===== src/rtl/deco_count_ctrl.sv =====
// Sequencing controller for the two-digit seven-segment decoder: a prescaled
// up/down counter with start/pause/clear/load control and terminal-count FSM.
module deco_count_ctrl #(
  parameter int N    = 6,
  parameter int DIV  = 50000000,
  parameter int MAXV = 63
) (
  input  logic         clk,
  input  logic         rst_n,
  input  logic         start,
  input  logic         stop,
  input  logic         clear,
  input  logic         load,
  input  logic [N-1:0] load_val,
  input  logic         up,
  input  logic         wrap_en,
  output logic [N-1:0] number,
  output logic [1:0]   state_o,
  output logic         tick_o,
  output logic         done
);

  localparam int PW = (DIV > 2) ? $clog2(DIV) : 1;
  localparam logic [PW-1:0] PRE_LAST = PW'(DIV - 1);
  localparam logic [PW-1:0] PRE_ONE  = PW'(1);
  localparam logic [N-1:0]  MAX_NUM  = N'(MAXV);
  localparam logic [N-1:0]  NUM_ONE  = N'(1);

  typedef enum logic [1:0] {
    IDLE  = 2'd0,
    RUN   = 2'd1,
    PAUSE = 2'd2,
    DONE  = 2'd3
  } state_t;

  state_t        state, state_nxt;
  logic [PW-1:0] pre, pre_nxt;
  logic [N-1:0]  number_nxt;
  logic          tick_nxt, done_nxt;
  logic [N-1:0]  load_sat;
  logic          pre_term;

  assign load_sat = (load_val > MAX_NUM) ? MAX_NUM : load_val;
  assign pre_term = (pre == PRE_LAST);
  assign state_o  = state;

  always_ff @(posedge clk or negedge rst_n) begin
    if (!rst_n) begin
      state  <= IDLE;
      pre    <= '0;
      number <= '0;
      tick_o <= 1'b0;
      done   <= 1'b0;
    end else begin
      state  <= state_nxt;
      pre    <= pre_nxt;
      number <= number_nxt;
      tick_o <= tick_nxt;
      done   <= done_nxt;
    end
  end

  // Highest-priority control wins; a stop on the prescaler terminal cycle
  // freezes pre at its last value so the step fires right after resume.
  always_comb begin
    state_nxt  = state;
    pre_nxt    = pre;
    number_nxt = number;
    tick_nxt   = 1'b0;
    done_nxt   = 1'b0;

    if (clear) begin
      state_nxt  = IDLE;
      pre_nxt    = '0;
      number_nxt = '0;
    end else if (load && (state != RUN)) begin
      number_nxt = load_sat;
      if (state == DONE) state_nxt = IDLE;
      if (state != PAUSE) pre_nxt = '0;
    end else if (stop && ((state == RUN) || (state == PAUSE))) begin
      state_nxt = PAUSE;
    end else if (start && (state != RUN)) begin
      state_nxt = RUN;
      if (state == DONE) number_nxt = up ? '0 : MAX_NUM;
      if (state != PAUSE) pre_nxt = '0;
    end else if (state == RUN) begin
      if (pre_term) begin
        pre_nxt  = '0;
        tick_nxt = 1'b1;
        if (up) begin
          if (number < MAX_NUM) begin
            number_nxt = number + NUM_ONE;
          end else if (wrap_en) begin
            number_nxt = '0;
          end else begin
            state_nxt = DONE;
            done_nxt  = 1'b1;
          end
        end else begin
          if (number != '0) begin
            number_nxt = number - NUM_ONE;
          end else if (wrap_en) begin
            number_nxt = MAX_NUM;
          end else begin
            state_nxt = DONE;
            done_nxt  = 1'b1;
          end
        end
      end else begin
        pre_nxt = pre + PRE_ONE;
      end
    end else if (state != PAUSE) begin
      pre_nxt = '0;
    end
  end

endmodule


===== config.mk =====
export PLATFORM = sky130hd
export DESIGN_NAME = deco_count_ctrl
export DESIGN_NICKNAME = d
export VERILOG_FILES = /design/src/rtl/deco_count_ctrl.sv
export SDC_FILE = /design/constraint.sdc
export NUM_CORES = 1
export LEC_CHECK = 0
export BUFFER_PORTS_ARGS = -buffer_cell sky130_fd_sc_hd__clkbuf_2
export CAP_MARGIN = 30
export CORE_ASPECT_RATIO = 0.6
export CORE_MARGIN = 2
export CORE_UTILIZATION = 35
export DETAILED_ROUTE_END_ITERATION = 7
export HOLD_SLACK_MARGIN = 0.06
export MAX_ROUTING_LAYER = met4
export PLACE_DENSITY_LB_ADDON = 0.08
export SYNTH_ARGS = -nofsm -noshare
export SYNTH_HDL_FRONTEND = slang
export SYNTH_SLANG_ARGS = --single-unit

===== constraint.sdc =====
create_clock -name clk -period 4.1 [get_ports clk]
set_input_delay 0.615 -clock clk [delete_from_list [all_inputs] [get_ports clk]]
set_output_delay 0.615 -clock clk [all_outputs]
set_load 0.01 [all_outputs]

==> impl_metrics.env, run 1 <==
export IMPL_cp_start_kind="flip-flop"
export IMPL_max_clock_path_buffers=2
export IMPL_crit_arrival_ps=3120
export IMPL_drv_cap=0
export IMPL_cp_slowest_cell="nor2_1"
export IMPL_synthFlopType="dfrtp_1"
export IMPL_seqPwrFrac_pct=38.6
export IMPL_end_kind="flip-flop"
export IMPL_die_h_um=72.4
export IMPL_netlist_area_um2=2730
export IMPL_postCtsHoldBufs=0
export IMPL_crit_type="reg2reg"
export IMPL_switchingPower_uw=360
export IMPL_final_cell_mix="nand2_1 (37), dfrtp_1 (36), nor2_1 (26), clkbuf_2 (23), nand3_1 (21)"
export IMPL_synth_async_sr_flop_share_pct=100
export IMPL_fin_nets=367
export IMPL_grt_pass1_wl_um=14000
export IMPL_fp_coreArea_um2=7420
export IMPL_area_growth_pct=13.7
export IMPL_yosysWarningCount=0
export IMPL_cts_made_buffers=5
export IMPL_min_period_over_period_pct=72.0
export IMPL_setup_viol=0
export IMPL_cts_tree="yes"
export IMPL_grt_pass1_vias=2419
export IMPL_slew_limit_headroom_pct=40.5
export IMPL_ctsResizeCount=0
export IMPL_dpl_hpwl_um=6320
export IMPL_grt_ovfl_total=0
export IMPL_initial_core_util_pct=36.8
export IMPL_intPower_uw=711
export IMPL_final_layout_size_suffix_gt1_share_pct=14.7
export IMPL_critPathMaxStageDelay_ps=570
export IMPL_hp_class="in2async"
export IMPL_worst_slew_pin_slew_ps=886
export IMPL_synth_seq_area_share_pct=33.0
export IMPL_drc=0
export IMPL_finalHoldViolations=0
export IMPL_crit_required_ps=4270
export IMPL_critPathMaxFanout=19
export IMPL_fill_cells=767
export IMPL_path_delay_family="simple AND/OR/NAND/NOR gates"
export IMPL_seq_area_um2=901
export IMPL_io_pins=24
export IMPL_drt_pass1_iter_count=5
export IMPL_grt_usage_pct=21.7
export IMPL_drv_slew=0
export IMPL_ctsHtreeMaxLevel=2
export IMPL_cts_sinks=36
export IMPL_leakagePower_nw=1.24
export IMPL_pwr_density_cell_nw_per_um2=345
export IMPL_grt_max_degree=37
export IMPL_combPwrFrac_pct=24.6
export IMPL_drtIter0Drc=222
export IMPL_synth_edf_count=0
export IMPL_wl_um=8630
export IMPL_critical_path_buf_inv_count=2
export IMPL_ys_ff_latch=36
export IMPL_postCtsSetupBuffers=0
export IMPL_num_antenna_cells=0
export IMPL_dieArea_um2=8550
export IMPL_layout_min_cycle_time_ps=2950
export IMPL_fp_row_count=24
export IMPL_final_util_pct=41.8
export IMPL_viasPerCell=6.08
export IMPL_antenna_found_initial=0
export IMPL_ys_types=63
export IMPL_fin_skew_ps=5.58
export IMPL_placement_io_buffers=23
export IMPL_status="completed"
export IMPL_multi_input_area_um2=1710
export IMPL_rsz0062_at_grt="no"
export IMPL_final_common_cell="nand2_1"
export IMPL_fin_tns_setup_ps=0
export IMPL_wire_per_inst_um=19.1
export IMPL_place_congestion=0.920
export IMPL_syn_area_per_cell_um2=8.25
export IMPL_path_cells="inv_1, ha_1, nor2b_1, nor3_1, buf_4, nor2_1, nand2_1, o41ai_1"
export IMPL_clock_latency_ps=290
export IMPL_syn_num_nets=352
export IMPL_clk_pin_slew_ps=60
export IMPL_clock_fmax_ghz=0.339
export IMPL_cts_root_buffer="clkbuf_16"
export IMPL_via_count=2743
export IMPL_swShare_pct=33.6
export IMPL_clkPwrFrac_pct=36.8
export IMPL_die_w_um=118
export IMPL_ir_worst_vdd_mv=0.155
export IMPL_syn_inst=331
export IMPL_ant_nets=0
==> worst paths after layout <==
path / startpoint / endpoint / slack (ps) / depth (start not counted)
worst min register to register: pre[6]$_DFFE_PN0P_ / pre[6]$_DFFE_PN0P_ / 570 / 2
max in group asynchronous: rst_n / pre[21]$_DFFE_PN0P_ / 3340 / 2
worst max-delay path: state_o[1]$_DFFE_PN0P_ / pre[14]$_DFFE_PN0P_ / 1150 / 8
min in group clk: pre[6]$_DFFE_PN0P_ / pre[6]$_DFFE_PN0P_ / 570 / 2
worst max register to register: state_o[1]$_DFFE_PN0P_ / pre[14]$_DFFE_PN0P_ / 1150 / 8
worst min-delay path: rst_n / pre[16]$_DFFE_PN0P_ / 280 / 1
==> cells in the mapped netlist, types with 2 or more instances <==
cell type,number,area [um2]
a21o_1,3,22.5
a21oi_1,11,55.1
a221oi_1,4,35.0
a22o_1,3,26.3
a22oi_1,2,15.0
a31oi_1,10,62.6
a32o_1,2,20.0
a41oi_1,3,26.3
and2_1,4,25.0
and3_1,5,31.3
and4_1,3,26.3
and4_4,2,22.5
buf_2,6,30.0
clkbuf_1,13,48.8
dfrtp_1,36,901
ha_1,7,87.6
inv_1,10,37.5
mux2_2,4,45.0
mux2i_1,7,70.1
nand2_1,37,139
nand2b_1,5,31.3
nand3_1,21,105
nand3b_1,4,30.0
nand4_1,15,93.8
nand4b_1,5,43.8
nor2_1,26,97.6
nor2b_1,6,37.5
nor3_1,10,50.1
nor3b_1,3,22.5
nor4_1,5,31.3
nor4bb_1,2,20.0
o2111ai_1,3,26.3
o211ai_1,2,15.0
o21ai_0,16,80.1
o311ai_0,2,17.5
o31ai_1,3,22.5
or3_1,3,18.8
or4_1,2,15.0
or4b_1,2,20.0
==> per-layer routing <==
layer | vias up | routed length, um | part of all wire [%] | global-route usage (%)
met1 | 1314 | 4870 | 56 | 35.8
met4 | 0 | 35 | 0.41 | 3.35
met3 | 5 | 711 | 8.2 | 5.50
li1 | 1296 | - | - | -
met2 | 128 | 3020 | 35 | 25.1
met5 | - | 0 | 0 | -
==> state kept, by name, summed over array words and instances, names as in the netlist <==
name     flops
number       6
state_o      2
done         1
pre         26
tick_o       1
==> kinds of logic after synthesis <==
family	Yosys count	share of synthesized area, %
AOI/OAI and AO/OA	78	20.1
xor gates and xnor gates	1	0.321
adders and majority gates	7	3.21
buffers and inverters	30	4.54
DFF	36	33.0
muxes	11	4.22
and+or+nand+nor	168	34.6
==> area by class of cell <==
class / instances / share of cell area, %
sequential: 36 / 29.0
multi-input combinational: 265 / 55.0
clock buffer: 6 / 4.48
inverter: 10 / 1.21
timing repair buffer: 28 / 5.81
clock inverter: 2 / 0.323
tap: 104 / 4.19
==> metrics by stage <==
step | power [mW] | cells | hold slack, ps | instance area [um2] | setup WS (ps)
after floorplan | 0.582 | 331 | 319 | 2730 | 1910
after global placement | 0.671 | 441 | 554 | 2910 | 1300
after detailed placement | 0.672 | 442 | 548 | 2930 | 1180
after CTS | 1.07 | 450 | 516 | 3080 | 1160
after global routing | 1.14 | 451 | 310 | 3100 | 842
final | 1.07 | 451 | 282 | 3100 | 1150
==> power groups by stage <==
stage,Sequential [mW],Combinational (mW),Clock (mW)
floorplan,0.400,0.181,0
global placement,0.419,0.252,0
detailed placement,0.418,0.254,0
CTS,0.411,0.256,0.403
global route,0.418,0.294,0.423
finish,0.414,0.263,0.394
Power figures use the tool's default switching activity.
==> run 2, diff against run 1 <==
clock period = 2.6 ns   (was 4.1 ns; I/O delays follow)
==> impl_metrics.env, run 2 (synthesized netlist as in run 1, its figures left out) <==
export IMPL_status="completed"
export IMPL_rsz0062_at_grt="no"
export IMPL_area_growth_pct=16.9
export IMPL_postCtsHoldBufs=0
export IMPL_final_common_cell="nand2_1"
export IMPL_grt_pass1_vias=2507
export IMPL_setup_viol=0
export IMPL_clk_pin_slew_ps=60
export IMPL_pwr_density_cell_nw_per_um2=544
export IMPL_hp_class="in2async"
export IMPL_slew_limit_headroom_pct=65.4
export IMPL_antenna_found_initial=0
export IMPL_min_period_over_period_pct=93.1
export IMPL_fin_skew_ps=4.79
export IMPL_critical_path_buf_inv_count=1
export IMPL_dpl_cell_area_um2=3040
export IMPL_die_h_um=72.4
export IMPL_fin_tns_setup_ps=0
export IMPL_drt_pass1_iter_count=5
export IMPL_dieArea_um2=8550
export IMPL_fin_cells=465
export IMPL_wire_per_inst_um=19.0
export IMPL_path_delay_family="simple AND/OR/NAND/NOR gates"
export IMPL_postLayoutCellArea_um2=3190
export IMPL_multi_input_area_um2=1710
export IMPL_critPathMaxStageDelay_ps=460
export IMPL_cts_made_buffers=5
export IMPL_pre_cts_slack_ps=217
export IMPL_worst_slew_pin_slew_ps=517
export IMPL_wl_um=8820
export IMPL_clock_fmax_ghz=0.413
export IMPL_dp_cells=458
export IMPL_cts_tree="yes"
export IMPL_crit_required_ps=2770
export IMPL_total_power_mw=1.74
export IMPL_drv_slew=0
export IMPL_place_congestion=0.963
export IMPL_drtIter0Drc=254
export IMPL_postCtsSetupBuffers=0
export IMPL_grt_ovfl_total=0
export IMPL_drv_cap=0
export IMPL_fin_hold_ws_ps=153
export IMPL_finalWorstSetupSlack_ps=179
export IMPL_ctsHtreeMaxLevel=2
export IMPL_ir_worst_vdd_mv=0.210
export IMPL_ctsResizeCount=0
export IMPL_fill_cells=741
export IMPL_final_cell_mix="nand2_1 (37), dfrtp_1 (36), nor2_1 (26), clkbuf_2 (23), nand3_1 (21)"
export IMPL_fp_row_count=24
export IMPL_cts_root_buffer="clkbuf_16"
export IMPL_clock_latency_ps=280
export IMPL_cp_slowest_cell="dfrtp_1"
export IMPL_critPathMaxFanout=8
export IMPL_end_kind="flip-flop"
export IMPL_fin_nets=382
export IMPL_via_count=2803
export IMPL_seq_area_um2=901
export IMPL_dpl_hpwl_um=6590
export IMPL_die_w_um=118
export IMPL_top_register="pre"
export IMPL_final_util_pct=43.0
export IMPL_max_clock_path_buffers=2
export IMPL_crit_arrival_ps=2590
export IMPL_ff2ff_setup_slack_ps=180
export IMPL_finalHoldViolations=0
export IMPL_viasPerCell=6.03
export IMPL_initial_core_util_pct=36.8
export IMPL_grt_max_degree=37
export IMPL_path_cells="inv_1, ha_1, or4b_1, o22ai_1, nand4b_1, nand3_2, mux2_2"
export IMPL_final_layout_size_suffix_gt1_share_pct=18.0
export IMPL_fp_coreArea_um2=7420
export IMPL_cp_start_kind="flip-flop"
export IMPL_io_pins=24
export IMPL_grt_usage_pct=22.4
export IMPL_layout_min_cycle_time_ps=2420
export IMPL_leakagePower_nw=1.31
export IMPL_cts_sinks=36
export IMPL_placement_io_buffers=23
export IMPL_crit_type="reg2reg"
export IMPL_drc=0
export IMPL_largest_reg_flops=26
export IMPL_ant_nets=0
export IMPL_grt_pass1_wl_um=14400
export IMPL_num_antenna_cells=0
run 2: cell types whose count changed in the layout (fill, tap and decap cells not counted), sizes merged:
cell | before | now
clkinv | 2 | 0
buf | 5 | 20
clkbuf | 29 | 30
run 2: layout make-up:
type / instances / share of cell area [%]
Clock buffer: 7 / 4.78
Inverter: 10 / 1.18
Multi-Input combinational cell: 265 / 53.4
Sequential cell: 36 / 28.2
Tap cell: 104 / 4.08
Timing Repair Buffer: 43 / 8.31
run 2: layer usage:
layer | global-route usage (%) | up-vias | part of all wire, %
li1 | - | 1325 | -
met1 | 37.7 | 1361 | 57
met2 | 25.8 | 112 | 35
met3 | 4.09 | 5 | 7.6
met4 | 4.42 | 0 | 0.45
met5 | - | - | 0
run 2: final timing paths:
check,start,endpoint,cells after the start
min reg2reg,pre[14]$_DFFE_PN0P_,pre[14]$_DFFE_PN0P_,1
min,rst_n,pre[7]$_DFFE_PN0P_,2
max reg2reg,number[1]$_DFFE_PN0P_,number[4]$_DFFE_PN0P_,7
max,number[1]$_DFFE_PN0P_,number[4]$_DFFE_PN0P_,7
max in group asynchronous,rst_n,number[0]$_DFFE_PN0P_,2
min in group clk,load_val[2],number[2]$_DFFE_PN0P_,3
run 2: where the power goes:
part,switching (mW),internal [mW]
clock network,0.235,0.402
logic,0.288,0.182
registers,0.0440,0.585
total,0.568,1.17
run 2: worst register-to-register path, cell delays in order, from the launching register on:
cell      delay (ps)
dfrtp_1          460
inv_1            150
ha_1             240
or4b_1           450
o22ai_1          240
nand4b_1         210
nand3_2          220
mux2_2           340
==> run 3, diff against run 2 <==
CAP_MARGIN = unset   (was 30)
MAX_ROUTING_LAYER = unset   (was met4)
==> impl_metrics.env, run 3 (synthesized netlist as in run 1, its figures left out) <==
export IMPL_final_layout_size_suffix_gt1_share_pct=17.8
export IMPL_crit_type="reg2reg"
export IMPL_end_kind="flip-flop"
export IMPL_r2r_start="number[1]$_DFFE_PN0P_"
export IMPL_slew_limit_headroom_pct=34.9
export IMPL_io_pins=24
export IMPL_final_util_pct=42.8
export IMPL_fill_cells=750
export IMPL_critical_path_buf_inv_count=1
export IMPL_fin_nets=380
export IMPL_finalHoldViolations=0
export IMPL_clock_latency_ps=290
export IMPL_path_delay_family="simple AND/OR/NAND/NOR gates"
export IMPL_grt_pass1_vias=2464
export IMPL_clk_pin_slew_ps=60
export IMPL_leakagePower_nw=1.30
export IMPL_num_antenna_cells=0
export IMPL_cp_slowest_cell="dfrtp_1"
export IMPL_cts_tree="yes"
export IMPL_postCtsHoldBufs=0
export IMPL_layout_min_cycle_time_ps=2440
export IMPL_drv_slew=0
export IMPL_placement_io_buffers=23
export IMPL_wl_um=9060
export IMPL_drv_cap=0
export IMPL_path_cells="inv_1, ha_1, or4b_1, o22ai_1, nand4b_1, nand3_2, mux2_2"
export IMPL_cp_start_kind="flip-flop"
export IMPL_finalWorstSetupSlack_ps=159
export IMPL_fin_cells=464
export IMPL_cts_root_buffer="clkbuf_16"
export IMPL_startpoint="number[1]$_DFFE_PN0P_"
export IMPL_grt_usage_pct=22.2
export IMPL_ir_worst_vdd_mv=0.244
export IMPL_initial_core_util_pct=36.8
export IMPL_antenna_found_initial=0
export IMPL_postCtsSetupBuffers=0
export IMPL_crit_arrival_ps=2610
export IMPL_fin_skew_ps=8.59
export IMPL_critPathMaxFanout=8
export IMPL_setup_viol=0
export IMPL_status="completed"
export IMPL_top_register="pre"
export IMPL_fin_tns_setup_ps=0
export IMPL_place_congestion=0.926
export IMPL_dieArea_um2=8550
export IMPL_fp_coreArea_um2=7420
export IMPL_clock_fmax_ghz=0.410
export IMPL_dp_cells=456
export IMPL_viasPerCell=5.97
export IMPL_grt_pass1_wl_um=14500
export IMPL_final_common_cell="nand2_1"
export IMPL_drc=0
export IMPL_ctsResizeCount=0
export IMPL_worst_slew_pin_slew_ps=977
export IMPL_grt_max_degree=37
export IMPL_die_h_um=72.4
export IMPL_drt_pass1_iter_count=5
export IMPL_final_cell_mix="nand2_1 (37), dfrtp_1 (36), nor2_1 (26), clkbuf_2 (23), nand3_1 (21)"
export IMPL_critPathMaxStageDelay_ps=470
export IMPL_die_w_um=118
export IMPL_dpl_hpwl_um=6740
export IMPL_max_clock_path_buffers=2
export IMPL_crit_required_ps=2770
export IMPL_area_growth_pct=16.2
export IMPL_rsz0062_at_grt="no"
export IMPL_grt_ovfl_total=0
export IMPL_ff2ff_setup_slack_ps=160
export IMPL_min_period_over_period_pct=93.9
export IMPL_cts_made_buffers=5
export IMPL_fp_row_count=24
export IMPL_total_power_mw=1.73
export IMPL_pwr_density_cell_nw_per_um2=546
export IMPL_pre_cts_slack_ps=210
export IMPL_cts_sinks=36
export IMPL_ant_nets=0
export IMPL_via_count=2772
export IMPL_drtIter0Drc=273
export IMPL_ctsHtreeMaxLevel=2
export IMPL_hp_class="in2async"
export IMPL_largest_reg_flops=26
export IMPL_wire_per_inst_um=19.5
-- run 3: stage by stage --
stage / area [um2] / hold slack (ps)
after global placement: 3020 / 551
after detailed placement: 3020 / 553
final: 3170 / 251
after global routing: 3170 / 337
after CTS: 3170 / 283
after floorplan: 2730 / 94.4
-- run 3: power breakdown --
group	internal (mW)	switching, mW
clock network	0.378	0.255
logic	0.176	0.285
registers	0.585	0.0517
total	1.14	0.592
-- run 3: routing by layer --
layer | GRT usage, % | up-vias | wire length, um
met1 | 38.3 | 1339 | 5150
met2 | 25.3 | 104 | 3140
met5 | 0 | - | 0
li1 | - | 1324 | -
met3 | 5.35 | 5 | 709
met4 | 4.95 | 0 | 53
-- run 3: final cells by class --
cell class / instances / area (um2) / share of cell area [%]
well taps: 104 / 130 / 4.10
multi-input cells: 265 / 1710 / 53.7
flip-flops and latches: 36 / 901 / 28.4
inverters: 10 / 37.5 / 1.18
clock inverters: 2 / 10.0 / 0.315
clock buffers: 6 / 139 / 4.38
repair buffers: 41 / 250 / 7.89
-- run 3: worst paths after layout --
path / endpoint / depth (start not counted)
max in group asynchronous: number[4]$_DFFE_PN0P_ / 1
min reg2reg: pre[23]$_DFFE_PN0P_ / 2
max reg2reg: number[0]$_DFFE_PN0P_ / 7
max: number[0]$_DFFE_PN0P_ / 7
min in group clk: number[2]$_DFFE_PN0P_ / 3
min: pre[10]$_DFFE_PN0P_ / 1
